File: src/rtl/r_resp_tracker.sv
// In-order OBI response tracker: queues accepted request IDs and pairs each
// controller completion with the oldest outstanding ID as a registered response beat.
module r_resp_tracker #(
    parameter int unsigned DATA_WIDTH = 64,
    parameter int unsigned ID_WIDTH   = 4,
    parameter int unsigned DEPTH      = 4
) (
    input  logic                       clk,
    input  logic                       rst_n,
    input  logic                       req_accept_i,
    input  logic [ID_WIDTH-1:0]        req_id_i,
    output logic                       can_accept_o,
    input  logic                       ctrl_valid_i,
    input  logic [DATA_WIDTH-1:0]      ctrl_rdata_i,
    input  logic                       ctrl_err_i,
    output logic                       rvalid_o,
    output logic [DATA_WIDTH-1:0]      rdata_o,
    output logic                       err_o,
    output logic [ID_WIDTH-1:0]        rid_o,
    output logic [$clog2(DEPTH+1)-1:0] outstanding_o,
    output logic                       overflow_o,
    output logic                       orphan_o
);

    localparam int unsigned PTR_W = $clog2(DEPTH);
    localparam int unsigned CNT_W = $clog2(DEPTH+1);

    logic [ID_WIDTH-1:0]   r_mem [DEPTH];
    logic [PTR_W-1:0]      r_wptr;
    logic [PTR_W-1:0]      r_rptr;
    logic [CNT_W-1:0]      r_count;
    logic                  r_rvalid;
    logic [DATA_WIDTH-1:0] r_rdata;
    logic                  r_err;
    logic [ID_WIDTH-1:0]   r_rid;
    logic                  r_overflow;
    logic                  r_orphan;

    logic w_full;
    logic w_empty;
    logic w_push;
    logic w_pop;

    // Full/empty come from the registered count only; no same-cycle bypass.
    assign w_full  = (r_count == CNT_W'(DEPTH));
    assign w_empty = (r_count == '0);
    assign w_push  = req_accept_i & ~w_full;
    assign w_pop   = ctrl_valid_i & ~w_empty;

    assign can_accept_o  = ~w_full;
    assign outstanding_o = r_count;
    assign rvalid_o      = r_rvalid;
    assign rdata_o       = r_rdata;
    assign err_o         = r_err;
    assign rid_o         = r_rid;
    assign overflow_o    = r_overflow;
    assign orphan_o      = r_orphan;

    // ID storage; entries are only read after being written, so no reset needed.
    always_ff @(posedge clk) begin
        if (w_push) begin
            r_mem[r_wptr] <= req_id_i;
        end
    end

    always_ff @(posedge clk or negedge rst_n) begin
        if (!rst_n) begin
            r_wptr  <= '0;
            r_rptr  <= '0;
            r_count <= '0;
        end else begin
            if (w_push) begin
                r_wptr <= r_wptr + PTR_W'(1);
            end
            if (w_pop) begin
                r_rptr <= r_rptr + PTR_W'(1);
            end
            unique case ({w_push, w_pop})
                2'b10:   r_count <= r_count + CNT_W'(1);
                2'b01:   r_count <= r_count - CNT_W'(1);
                default: r_count <= r_count;
            endcase
        end
    end

    // One-cycle response beat; an orphan completion is reported as an error with ID 0.
    always_ff @(posedge clk or negedge rst_n) begin
        if (!rst_n) begin
            r_rvalid <= 1'b0;
            r_rdata  <= '0;
            r_err    <= 1'b0;
            r_rid    <= '0;
        end else if (ctrl_valid_i) begin
            r_rvalid <= 1'b1;
            r_rdata  <= ctrl_rdata_i;
            r_err    <= w_empty ? 1'b1 : ctrl_err_i;
            r_rid    <= w_empty ? '0 : r_mem[r_rptr];
        end else begin
            r_rvalid <= 1'b0;
            r_rdata  <= '0;
            r_err    <= 1'b0;
            r_rid    <= '0;
        end
    end

    always_ff @(posedge clk or negedge rst_n) begin
        if (!rst_n) begin
            r_overflow <= 1'b0;
            r_orphan   <= 1'b0;
        end else begin
            if (req_accept_i && w_full) begin
                r_overflow <= 1'b1;
            end
            if (ctrl_valid_i && w_empty) begin
                r_orphan <= 1'b1;
            end
        end
    end

endmodule

File: config.mk
export PLATFORM = sky130hd
export DESIGN_NAME = r_resp_tracker
export DESIGN_NICKNAME = d
export VERILOG_FILES = /design/src/rtl/r_resp_tracker.sv
export SDC_FILE = /design/constraint.sdc
export NUM_CORES = 1
export LEC_CHECK = 0
export CAP_MARGIN = 10
export CORE_ASPECT_RATIO = 0.8
export CORE_UTILIZATION = 35
export DETAILED_ROUTE_END_ITERATION = 10
export PLACE_DENSITY = 0.69
export SETUP_SLACK_MARGIN = 0.3
export SYNTH_ARGS = -nofsm -noshare
export SYNTH_HDL_FRONTEND = slang
export SYNTH_SLANG_ARGS = --single-unit
File: constraint.sdc
create_clock -name clk -period 2.1 [get_ports clk]
set_input_delay 0.42 -clock clk [delete_from_list [all_inputs] [get_ports clk]]
set_output_delay 0.42 -clock clk [all_outputs]
set_load 0.1 [all_outputs]
Yosys cells after proc, flatten, opt, wreduce, memory -nomap -nowiden --
Memories as Yosys holds them, arrays and structs flattened. Index checks and enable logic that the tools add are counted. Widths: inputs -> output; s select.
Word-level totals: register bits after elaboration 79, bits in writable memories 16, input bits 73, output and inout port bits 76, logic and storage cells 34, memories kept 1
Operators by class: add/subtract/negate cells 4, equality and inequality tests 3, mux-type cells 9, bitwise operators 4, reductions and logical operators 4
Memories:
- r_mem | words 4, bits a word 4, read ports 1, clocked after Yosys merged registers in 0, write ports 1, line 28 | logic [ID_WIDTH-1:0] r_mem [DEPTH];
Operators with widths (count):
- $mux 64 | 1
- $mux 4 | 2
- $pmux 3 s2 | 1
- $mux 1 | 5
- $add 2x1->2 const B | 2
- $add 3x1->3 const B | 1
- $eq 3x3->1 const B | 1
- $logic_not 3->1 | 1
- $sub 3x1->3 const B | 1
- $and 1x1->1 | 2
- $eq 2x1->1 const B | 1
- $eq 2x2->1 const B | 1
- $logic_and 1x1->1 | 2
- $not 1->1 | 2
- $reduce_bool 2->1 | 1

Logic depth before layout (Yosys ltp) --
Gate-level depths: netlist (run 1).
word-level depth 5, gate-level depth with buffers 9

Least setup slack after synthesis (run 1) --
Ideal clock, no wire load.
kind register to register, from reg r_count[2] (netlist: outstanding_o[2]), to reg r_count[2] (netlist: outstanding_o[2]), data arrival time 2.393 ns, setup slack -0.456 ns, cell stages (with the launch flop) 10, period minus slack after synthesis 2.556 ns, path through dfrtp_1 nor3b_2 nor2b_2 inv_1 ha_1 inv_1 fa_1 xor2_1 nor2_1 xor2_1
Between the ends: word-level cells in the longest chain between the ends 5, elaborated cells on any way between the ends 12, those cells by class add/sub: 2; eq/ne: 3; mux: 1; bitwise: 4; reduce/logical: 2
RTL lines:
- start: declaration | line 31 | logic [CNT_W-1:0] r_count;
- start signal: assignment | line 79 | 2'b10: r_count <= r_count + CNT_W'(1);
- start signal: assignment | line 80 | 2'b01: r_count <= r_count - CNT_W'(1);
- start signal: assignment | line 81 | default: r_count <= r_count;
- $eq 3x3->1 / $logic_not 3->1 (equally long branches) | line 45, 46
- $not 1->1 (on tied branches) | line 47, 48
- $and 1x1->1 (on tied branches) | line 47, 48
- $eq 2x1->1 / $eq 2x2->1 (equally long branches) | line 78 | unique case ({w_push, w_pop})
- $pmux 3 s2 / $reduce_bool 2->1 (equally long branches)
Parallel ways exist; a longest one is shown, timed or not. A chain may end at the register's enable or synchronous reset.

Final worst setup path (run 1) --
from reg r_count[1] (netlist: outstanding_o[1]), to reg r_count[2] (netlist: outstanding_o[2])
The elaborated chain is that of the path after synthesis.

==> impl_results.md, run 1 <==
* Status: finished clean
* Io pins at between 100 and 150
* Post-route DRC at 0
* Ys async rst share at roughly 83%
* Pint at around 3.8 mW
* Fillers at 758
* CP arrival at ~2.1 ns
* Iter 0 DRT Violations at 67
* Gr usage total at between 10 and 15%
* CTS Root Cell: clkbuf_16
* Post-cts hold buffer count at 0
* RSZ-0062 raised after global routing: true
* Sw Share at between 30% and 40%
* Clk slew on worst S/H paths at 0.06 ns
* Routed wire length per instance at approximately 14 µm
* VDD IR-drop max at about 560 µV
* CP Capture Type: register
* Worst setup SP type: register
* Total Routed Length at 6819 µm
* Number of synthesized flops with an enable pin at 16
* Hold_ws at ~0.028 ns
* Maximum Capacitance Violations at 0
* Share of the synthesized area in the top cell type at ~60%
* Max Slew Vio Count at 0
* Largest net degree at the start of global routing at 68
* Initial Utilization at a little over a third
* Worst-Skew Late Latency at approximately 0.33 ns
* Primary FF master, synth: dfrtp_1
* Seq/Total Area, Yosys at 74.76%
* Final min period at 1.872 ns
* Synth area leader: dfrtp_1
* FP Rows at 31
* Final Hold Viols at 0
* Syn avg cell area at roughly 16 µm²
* Clock Skews at around 0.0065 ns
* Total gr overflow at 0
* Slew margin rel. at about 69%
* Via-to-Cell Ratio at between 4 and 5
* Clock power share at 25.1%
* Layout cells sized above 1 at between 30% and 40%
* Yosys warnings at 0
* Area growth syn-to-layout at 55.92%
* CTS tree: built
* HP Class: in2async
* Antenna Cells at 0
* Most frequent cells after synthesis: 79 x dfrtp_1, 72 x and2_1, 16 x edfxtp_1, 7 x clkbuf_1, 7 x inv_1
* Total core area at just over 9000 µm²
* Crit Path Class: reg2reg
* DP Wirelength at roughly 4900 µm
* H-tree depth at 3
* Gate Count Post-Synth at 209
* NumNets Final at approximately 450
* TritonRoute pass-1 iters at 3
* Die extent in y at roughly 89 µm
* CP max FO at 2
* Seq cells post-synth at 95
* Setup Viol. Count Final at 0
* Die ar. at around 9800 µm²
* Initial antenna violation count at 0
* Clock Sinks at 95
* Port Buf Inserts at 148
* Combinational cell fraction of total power at between 30 and 40%
* Top cells by area, synth: dfrtp_1 60%, edfxtp_1 15%, and2_1 14%, mux4_2 2.7%, ha_1 1.9%
* FMAX at roughly 530 MHz
* Worst Path Required at between 2 and 2.5 ns
* Distinct cells, synth at 21
* Net Switching at between 2 and 2.5 mW
* Global-route wire length before repair at around 10,000 µm
* Power Density at between 1000 and 1500 nW/µm²
* Vias in the first global route at 2,031
* Final period utilization at 89.15%
* CTS Buffer Depth at 2
* Slew of the pin with the lowest slew margin at 0.4722 ns
* LEAKAGE at 2.383 nW
* Placer Congestion at between 0.7 and 0.8
* Non-filler instance count after layout at between 400 and 500
* Syn_nets at about 290
* CTS buffer count at 9
* Seq pwr share at a little under two fifths
* ANT nets after route at 0
* Post-Place Cells at ~470
* Cell area after synthesis at around 3300 µm²
* Vias at approximately 2k
* Most numerous cell in the Yosys netlist: dfrtp_1
* Die W at about 110 µm
power by group through the flow:
stage | clock network [mW] | registers, mW | logic, mW
floorplan | 0 | 3.40 | 0.571
global placement | 0 | 2.36 | 2.16
detailed placement | 0 | 2.37 | 2.19
CTS | 1.60 | 2.32 | 2.32
global route | 1.68 | 2.35 | 2.41
finish | 1.54 | 2.32 | 2.30
path summary, 6_finish.rpt:
check | to | slack (ns) | cells after the start | startpoint
max reg2reg | outstanding_o[2]$_DFFE_PN0P_ | 0.23 | 9 | outstanding_o[1]$_DFFE_PN0P_
min | rdata_o[15]$_DFF_PN0_ | 0.03 | 1 | rst_n
max | outstanding_o[2]$_DFFE_PN0P_ | 0.23 | 9 | outstanding_o[1]$_DFFE_PN0P_
min in group clk | orphan_o$_DFFE_PN0P_ | 0.47 | 1 | orphan_o$_DFFE_PN0P_
min reg2reg | orphan_o$_DFFE_PN0P_ | 0.47 | 1 | orphan_o$_DFFE_PN0P_
max in group asynchronous | outstanding_o[0]$_DFFE_PN0P_ | 1.50 | 2 | rst_n
layout by cell type, fill, tap and decap left out, types with 4 or more instances in the layout:
cell type / Yosys / routed
clkdlybuf4s50_1: 0 / 70
and2_1: 72 / 72
edfxtp_1: 16 / 16
dfrtp_1: 79 / 76
clkbuf_16: 0 / 10
inv_1: 7 / 4
buf_4: 0 / 86
ha_1: 5 / 4
mux4_2: 4 / 4
routing by layer:
layer | GRT usage [%] | vias to the layer above | wire length, µm
met4 | 5.742 | 0 | 73
li1 | - | 988 | -
met2 | 23.15 | 85 | 3339
met5 | 0 | - | 0
met3 | 4.197 | 5 | 541
met1 | 17.40 | 961 | 2864
per-stage QoR:
stage	util [%]	worst slack, ns	setup TNS, ns	instance area (µm²)	power (mW)
after floorplan	-	0.02283	0	3314	3.972
after global placement	52.52	0.03537	0	4767	4.523
after detailed placement	52.52	-0.02814	-0.02814	4767	4.558
after CTS	56.47	0.2131	0	5125	6.233
after global routing	56.47	0.1569	0	5125	6.429
final	56.47	0.2279	0	5125	6.158
registers in the layout (all words and copies together), names as in the netlist:
register / count
rvalid_o: 1
r_rptr: 2
err_o: 1
rid_o: 4
overflow_o: 1
r_wptr: 2
r_mem: 16
rdata_o: 64
orphan_o: 1
outstanding_o: 3
timing repair:
item	in CTS	in global routing
pin swaps	5	1
setup endpoints to repair	3	3
resized for setup	4	0
buffers inserted	7	0
critical path: stages, from the launching register on:
cell,delay [ns]
dfrtp_4,0.49
nor3b_4,0.27
nor2b_4,0.07
inv_2,0.07
ha_4,0.13
inv_2,0.04
fa_2,0.32
xor2_1,0.15
nor2_1,0.12
xor2_1,0.14
cell families after synthesis:
group,count (synthesis),synth area share (%)
flops,95,74.76
simple gates,77,14.73
xor+xnor,6,1.599
compound gates,4,0.9517
buf+inv,15,1.942
mux,6,3.502
fa+ha+maj,6,2.512
final cells by class:
cell class	instances	area (µm²)	area share (%)
Multi-Input combinational cell	99	792.0	15.45
Inverter	7	26.28	0.5127
Clock buffer	11	254.0	4.956
Clock inverter	5	37.54	0.7324
Tap cell	115	143.9	2.808
Timing Repair Buffer	160	1403	27.37
Sequential cell	95	2469	48.17
(Power assumes the default switching activity.)
==> inputs of run 2 (changes only) <==
--- a/config.mk
+++ b/config.mk
@@ -7,9 +7,9 @@
 export LEC_CHECK = 0
 export CAP_MARGIN = 10
 export CORE_ASPECT_RATIO = 0.8
-export CORE_UTILIZATION = 35
+export CORE_UTILIZATION = 41
 export DETAILED_ROUTE_END_ITERATION = 10
-export PLACE_DENSITY = 0.69
+export PLACE_DENSITY = 0.79
 export SETUP_SLACK_MARGIN = 0.3
 export SYNTH_ARGS = -nofsm -noshare
 export SYNTH_HDL_FRONTEND = slang
==> run 2 against run 1 <==
  * Global-route usage up 2.9 points
  * Design area is 2.8% lower
  * Clock power down 31%
  * Clock skew fell by 0.0026 ns
  * Via count grew 0.54%
  * Combinational power is essentially flat
  * Critical endpoint is now can_accept_o
==> impl_results.md, run 2 (synthesis gave the netlist of run 1 again) <==
* Initial Utilization at a little over two fifths
* Vias in the first global route at 2,120
* Io pins at roughly 150
* CP max FO at 2
* Area growth syn-to-layout at 51.62%
* TritonRoute pass-1 iters at 4
* Slew of the pin with the lowest slew margin at around 0.47 ns
* ANT nets after route at 0
* Placer Congestion at approximately 0.75
* Post-route DRC at 0
* Critical-path cell list: nor3b_4, buf_4, inv_2, buf_12
* RSZ-0062 raised after global routing: true
* Global-route wire length before repair at 10,480 µm
* Max Slew Vio Count at 0
* Iter 0 DRT Violations at 51
* FMAX at ~530 MHz
* Clk slew on worst S/H paths at roughly 0.09 ns
* Vias at 2,050
* Worst setup SP type: register
* LEAKAGE at about 2.3 nW
* Hold_ws at a little under 0.5 ns
* Critical path's slowest cell: dfrtp_4
* Buf/Inv on CP at 3
* Worst-Skew Late Latency at 0.34 ns
* CP delay by family, top: flip-flops
* Layout cells sized above 1 at between 30% and 40%
* Clock Skews at around 0.0039 ns
* CTS tree: built
* Number of flip-flops in the largest register at 64
* Routed wire length per instance at 14.30 µm
* HP Class: in2async
* Port Buf Inserts at roughly 150
* NumNets Final at 451
* CTS Root Cell: clkbuf_8
* Via-to-Cell Ratio at around 4.3
* Final min period at about 1.9 ns
* Die ar. at roughly 8400 µm²
* Total core area at about 7600 µm²
* Worst Path Required at around 1.7 ns
* Initial antenna violation count at 0
* Status: finished clean
* Final period utilization at between 90 and 100%
* CP Capture Type: output pin
* Most common cell after layout, fill and taps aside: buf_4
* CTS Buffer Depth at 2
* Final Hold Viols at 0
* Setup Viol. Count Final at 0
* CP arrival at between 1 and 1.5 ns
* DP Wirelength at about 4900 µm
* Crit Path Class: reg2out
* Commonest cells after routing, fill and taps aside: 86 x buf_4, 76 x dfrtp_1, 72 x and2_1, 70 x clkdlybuf4s50_1, 16 x edfxtp_1
* CP peak stage delay at around 0.51 ns
* Antenna Cells at 0
* Fillers at ~590
* Die extent in y at ~82 µm
* Placed Area at around 4700 µm²
* FP Rows at 28
* Total Routed Length at 6891 µm
* Final non-filler cell area at between 4000 and 5000 µm²
* Largest net degree at the start of global routing at roughly 70
* Slew margin rel. at 68.43%
* Worst Setup SP: outstanding_o[1]$_DFFE_PN0P_
* RR Startpoint: outstanding_o[1]$_DFFE_PN0P_
* VDD IR-drop max at about 740 µV
* Total gr overflow at 0
* Maximum Capacitance Violations at 0
* CTS buffer count at 9
* Die W at 102.1 µm
* Power Density at approximately 1100 nW/µm²
* H-tree depth at 3
* Gr usage total at ~17%
* Clock Sinks at between 90 and 100
run 2: changes by cell type in the layout (fill, tap and decap cells not counted):
cell,before,now
clkinv_1,0,1
clkbuf_16,10,0
clkinv_4,0,1
clkbuf_8,0,9
buf_12,2,1
clkinv_2,1,0
dlygate4sd3_1,0,1
run 2: final timing paths:
path,to,slack [ns],depth (start not counted)
min in group clk,overflow_o$_DFFE_PN0P_,0.50,1
setup reg to reg,outstanding_o[2]$_DFFE_PN0P_,0.20,9
max in group asynchronous,rdata_o[39]$_DFF_PN0_,0.87,3
hold / removal,r_wptr[0]$_DFFE_PN0P_,0.48,2
setup / recovery,can_accept_o,0.20,4
hold reg to reg,overflow_o$_DFFE_PN0P_,0.50,1
run 2: timing repair:
action | 4_1_cts | 5_1_grt
pin swaps | 5 | 3
endpoints found under the hold margin | 19 | 0
setup endpoints to repair | 3 | 3
hold buffers | 1 | 0
buffers inserted | 6 | 0
resized for setup | 2 | 2
run 2: worst reg2reg max path, stage by stage (launching register included):
cell and delay (ns):
dfrtp_4 0.51, nor3b_4 0.27, nor2b_4 0.07, inv_2 0.06, ha_4 0.13, inv_2 0.04, fa_2 0.33, xor2_1 0.14
nor2_1 0.12, xor2_1 0.15
run 2: where the power goes:
group,internal (mW),switching [mW],total (mW),leakage (nW)
registers,2.15,0.166,2.32,1.15
logic,0.729,1.57,2.30,1.09
clock network,0.438,0.624,1.06,0.0809
run 2: metal layers:
metal / track usage, % / part of all wire (%) / vias up
met5: 0 / 0 / -
met4: 3.857 / 0.087 / 0
met3: 6.979 / 9.4 / 2
met2: 26.85 / 49 / 92
met1: 21.80 / 41 / 970
li1: - / - / 986
run 2: final cells by class:
cell class	instances	area, µm²	area share (%)
Tap cell	105	131.4	2.636
Sequential cell	95	2469	49.54
Inverter	7	26.28	0.5272
Multi-Input combinational cell	99	792.0	15.89
Clock inverter	6	45.04	0.9038
Timing Repair Buffer	160	1393	27.94
Clock buffer	10	127.6	2.561
run 2: metrics by stage:
| stage | utilization, % | cells | setup TNS, ns | power, mW | setup slack, ns |
|---|---|---|---|---|---|
| floorplan | - | 209 | 0 | 3.972 | 0.02283 |
| global placement | 62.67 | 459 | 0 | 4.516 | 0.03195 |
| detailed placement | 62.67 | 459 | -0.01655 | 4.569 | -0.01655 |
| CTS | 65.72 | 482 | 0 | 5.726 | 0.1735 |
| global route | 65.86 | 482 | 0 | 5.945 | 0.1053 |
| finish | 65.86 | 482 | 0 | 5.678 | 0.1964 |
==> edit: new RTL, flow settings as in run 1 <==
Register the output `rid_o` once more, without a reset; this adds one clock of latency there. The other outputs are not delayed to match.
--- a/src/rtl/r_resp_tracker.sv
+++ b/src/rtl/r_resp_tracker.sv
@@ -54,3 +54,5 @@
     assign err_o         = r_err;
-    assign rid_o         = r_rid;
+    always_ff @(posedge clk) begin
+        rid_o <= r_rid;
+    end
     assign overflow_o    = r_overflow;
Check against the original RTL: not equivalent (Yosys sat finds a counterexample within 4 cycles, from zero or initial values and one cycle with rst_n low).
==> edit against run 1 <==
- the run now ends with design-rule violations left
- sequential cell count increased by 4
- fmax decreased by 1.4%
- clock power increased by 12%
- total power increased by 4.3%
- worst hold slack improved by 0.015 ns
- area after synthesis increased by 2.4%
- first-iteration DRC count increased by 51%
- setup slack got worse by 0.027 ns
- design area increased by 1.8%
- routed wire length decreased by 0.54%
- sequential share of layout area increased by 0.67 points
- global-route usage increased by 0.13 points
==> edit: results (changes against run 1) <==
* GRT Util Overall at 14.18% (+0.13 points)
* Drt first pass iters at 7 (+4)
* Worst r2r path cells at 9 (unchanged)
* Skew-Pair Late Insertion Delay at 0.33 ns (about the same)
* Failing checks: design-rule violations
* Placed cell count at 473 (+0.85%)
* Drt drc at 14 (+14)
* WL/cell at 13.73 um (-0.95%)
* Vias in the first global route at 2,124 (+4.6%)
* Crit Reg-Reg Endpoint: outstanding_o[2]
* Mapped Cells at 213 (+1.9%)
* Ranking of synthesized cells by area: dfrtp_1 (59%), edfxtp_1 (14%), and2_1 (13%)
* Power Clock at 0.00172 W (+12%)
* Htree depth at 3 (unchanged)
* Clock Tree Root: clkbuf_16
* Pleak at 2.429 nW (+1.9%)
* Count of cell types in the netlist at 22 (+4.8%)
* Iter 0 DRT Violations at 101 (+51%)
* Leading cell types by count after synthesis: dfrtp_1 (79), and2_1 (72), edfxtp_1 (16)
* Switch share at 37.32% (-1.5 points)
* Switching Power at 0.002396 W (+0.24%)
* Hold Path Class: input pin to asynchronous set/reset pin
* Syn nets at 292 (+1.4%)
* R2R Setup Slk at 0.20 ns (-0.03 ns)
* Top cell family by delay on the critical path: flip-flops
* Placed cell area at 0.004847 mm^2 (+1.7%)
* CP peak stage delay at 0.49 ns (about the same)
* Pwr dens at 1230 mW/mm^2 (+2.4%)
* First-pass GRT wire length at 10,920 um (+8.8%)
* Post-Synth XOR/XNOR Area at 1.561% (-0.038 points)
* Status: complete, but fails checks
* Synth Area in Adders at 2.453% (-0.060 points)
* Layout cells sized above 1 at 31.40% (-0.43 points)
* Drt via density at 4.237 (+2.2%)
* Hold slack at 0.04327 ns (+0.01522 ns)
* Critical path arrival at 2.14 ns
* Post-synth ARST share at 79.80% (-3.4 points)
* Register area share after synthesis at 75.36% (+0.60 points)
* EDFF count, synth at 16 (unchanged)
* Mux cell area share after synthesis at 3.419% (-0.083 points)
* Largest fanout on the critical path at 2 (unchanged)
* Reg clk slew, reported paths at 0.06 ns (about the same)
* Post-route clock skew at 0.004490 ns (-0.001987 ns)
* Worst slew pin tran at 0.4877 ns (+0.01546 ns)
* Max-capacitance violation count at 0 (unchanged)
* VDD IR max at 0.5259 mV (-5.3%)
* Number of fill cells at 779 (+2.8%)
* Initial antenna violation count at 0 (unchanged)
* Non-Filler Instances at 494 (+0.41%)
* Detail Placement HPWL at 4878 um (-1.4%)
* Largest net degree at the start of global routing at 68 (unchanged)
* Final #Nets at 454 (+0.67%)
* Post-synthesis compound-gate area fraction at 0.9290% (-0.023 points)
* Final GP Congestion at 0.7373 (+0.55%)
[edit: changes by cell type after synthesis, sizes merged]
cell          run 1  this run
dfxtp             0         4
[edit: routing by layer]
layer / wire length (um) / GRT usage [%] / vias up
met4: 64 / 4.730 / 0
met5: 0 / 0 / -
met1: 2788 / 17.06 / 1021
met2: 3452 / 24.28 / 76
met3: 477 / 4.248 / 5
li1: - / - / 991
[edit: what timing repair did]
action,CTS,global route
hold endpoints to repair,0,0
endpoints found under the setup margin,3,3
pin swaps,4,3
resized for setup,3,1
buffers inserted,5,1
[edit: metrics by stage]
step	setup TNS (ns)	setup WS (ns)
after detailed placement	-0.02812	-0.02812
after global placement	0	0.03480
after CTS	0	0.2338
final	0	0.2010
after floorplan	0	0.02283
after global routing	0	0.1121
[edit: layout make-up]
class / instances / area share (%)
timing repair buffer: 159 / 26.73
clock inverter: 6 / 1.678
clock buffer: 9 / 4.316
sequential: 99 / 48.84
tap: 115 / 2.757
multi-input combinational: 99 / 15.18
inverter: 7 / 0.5035
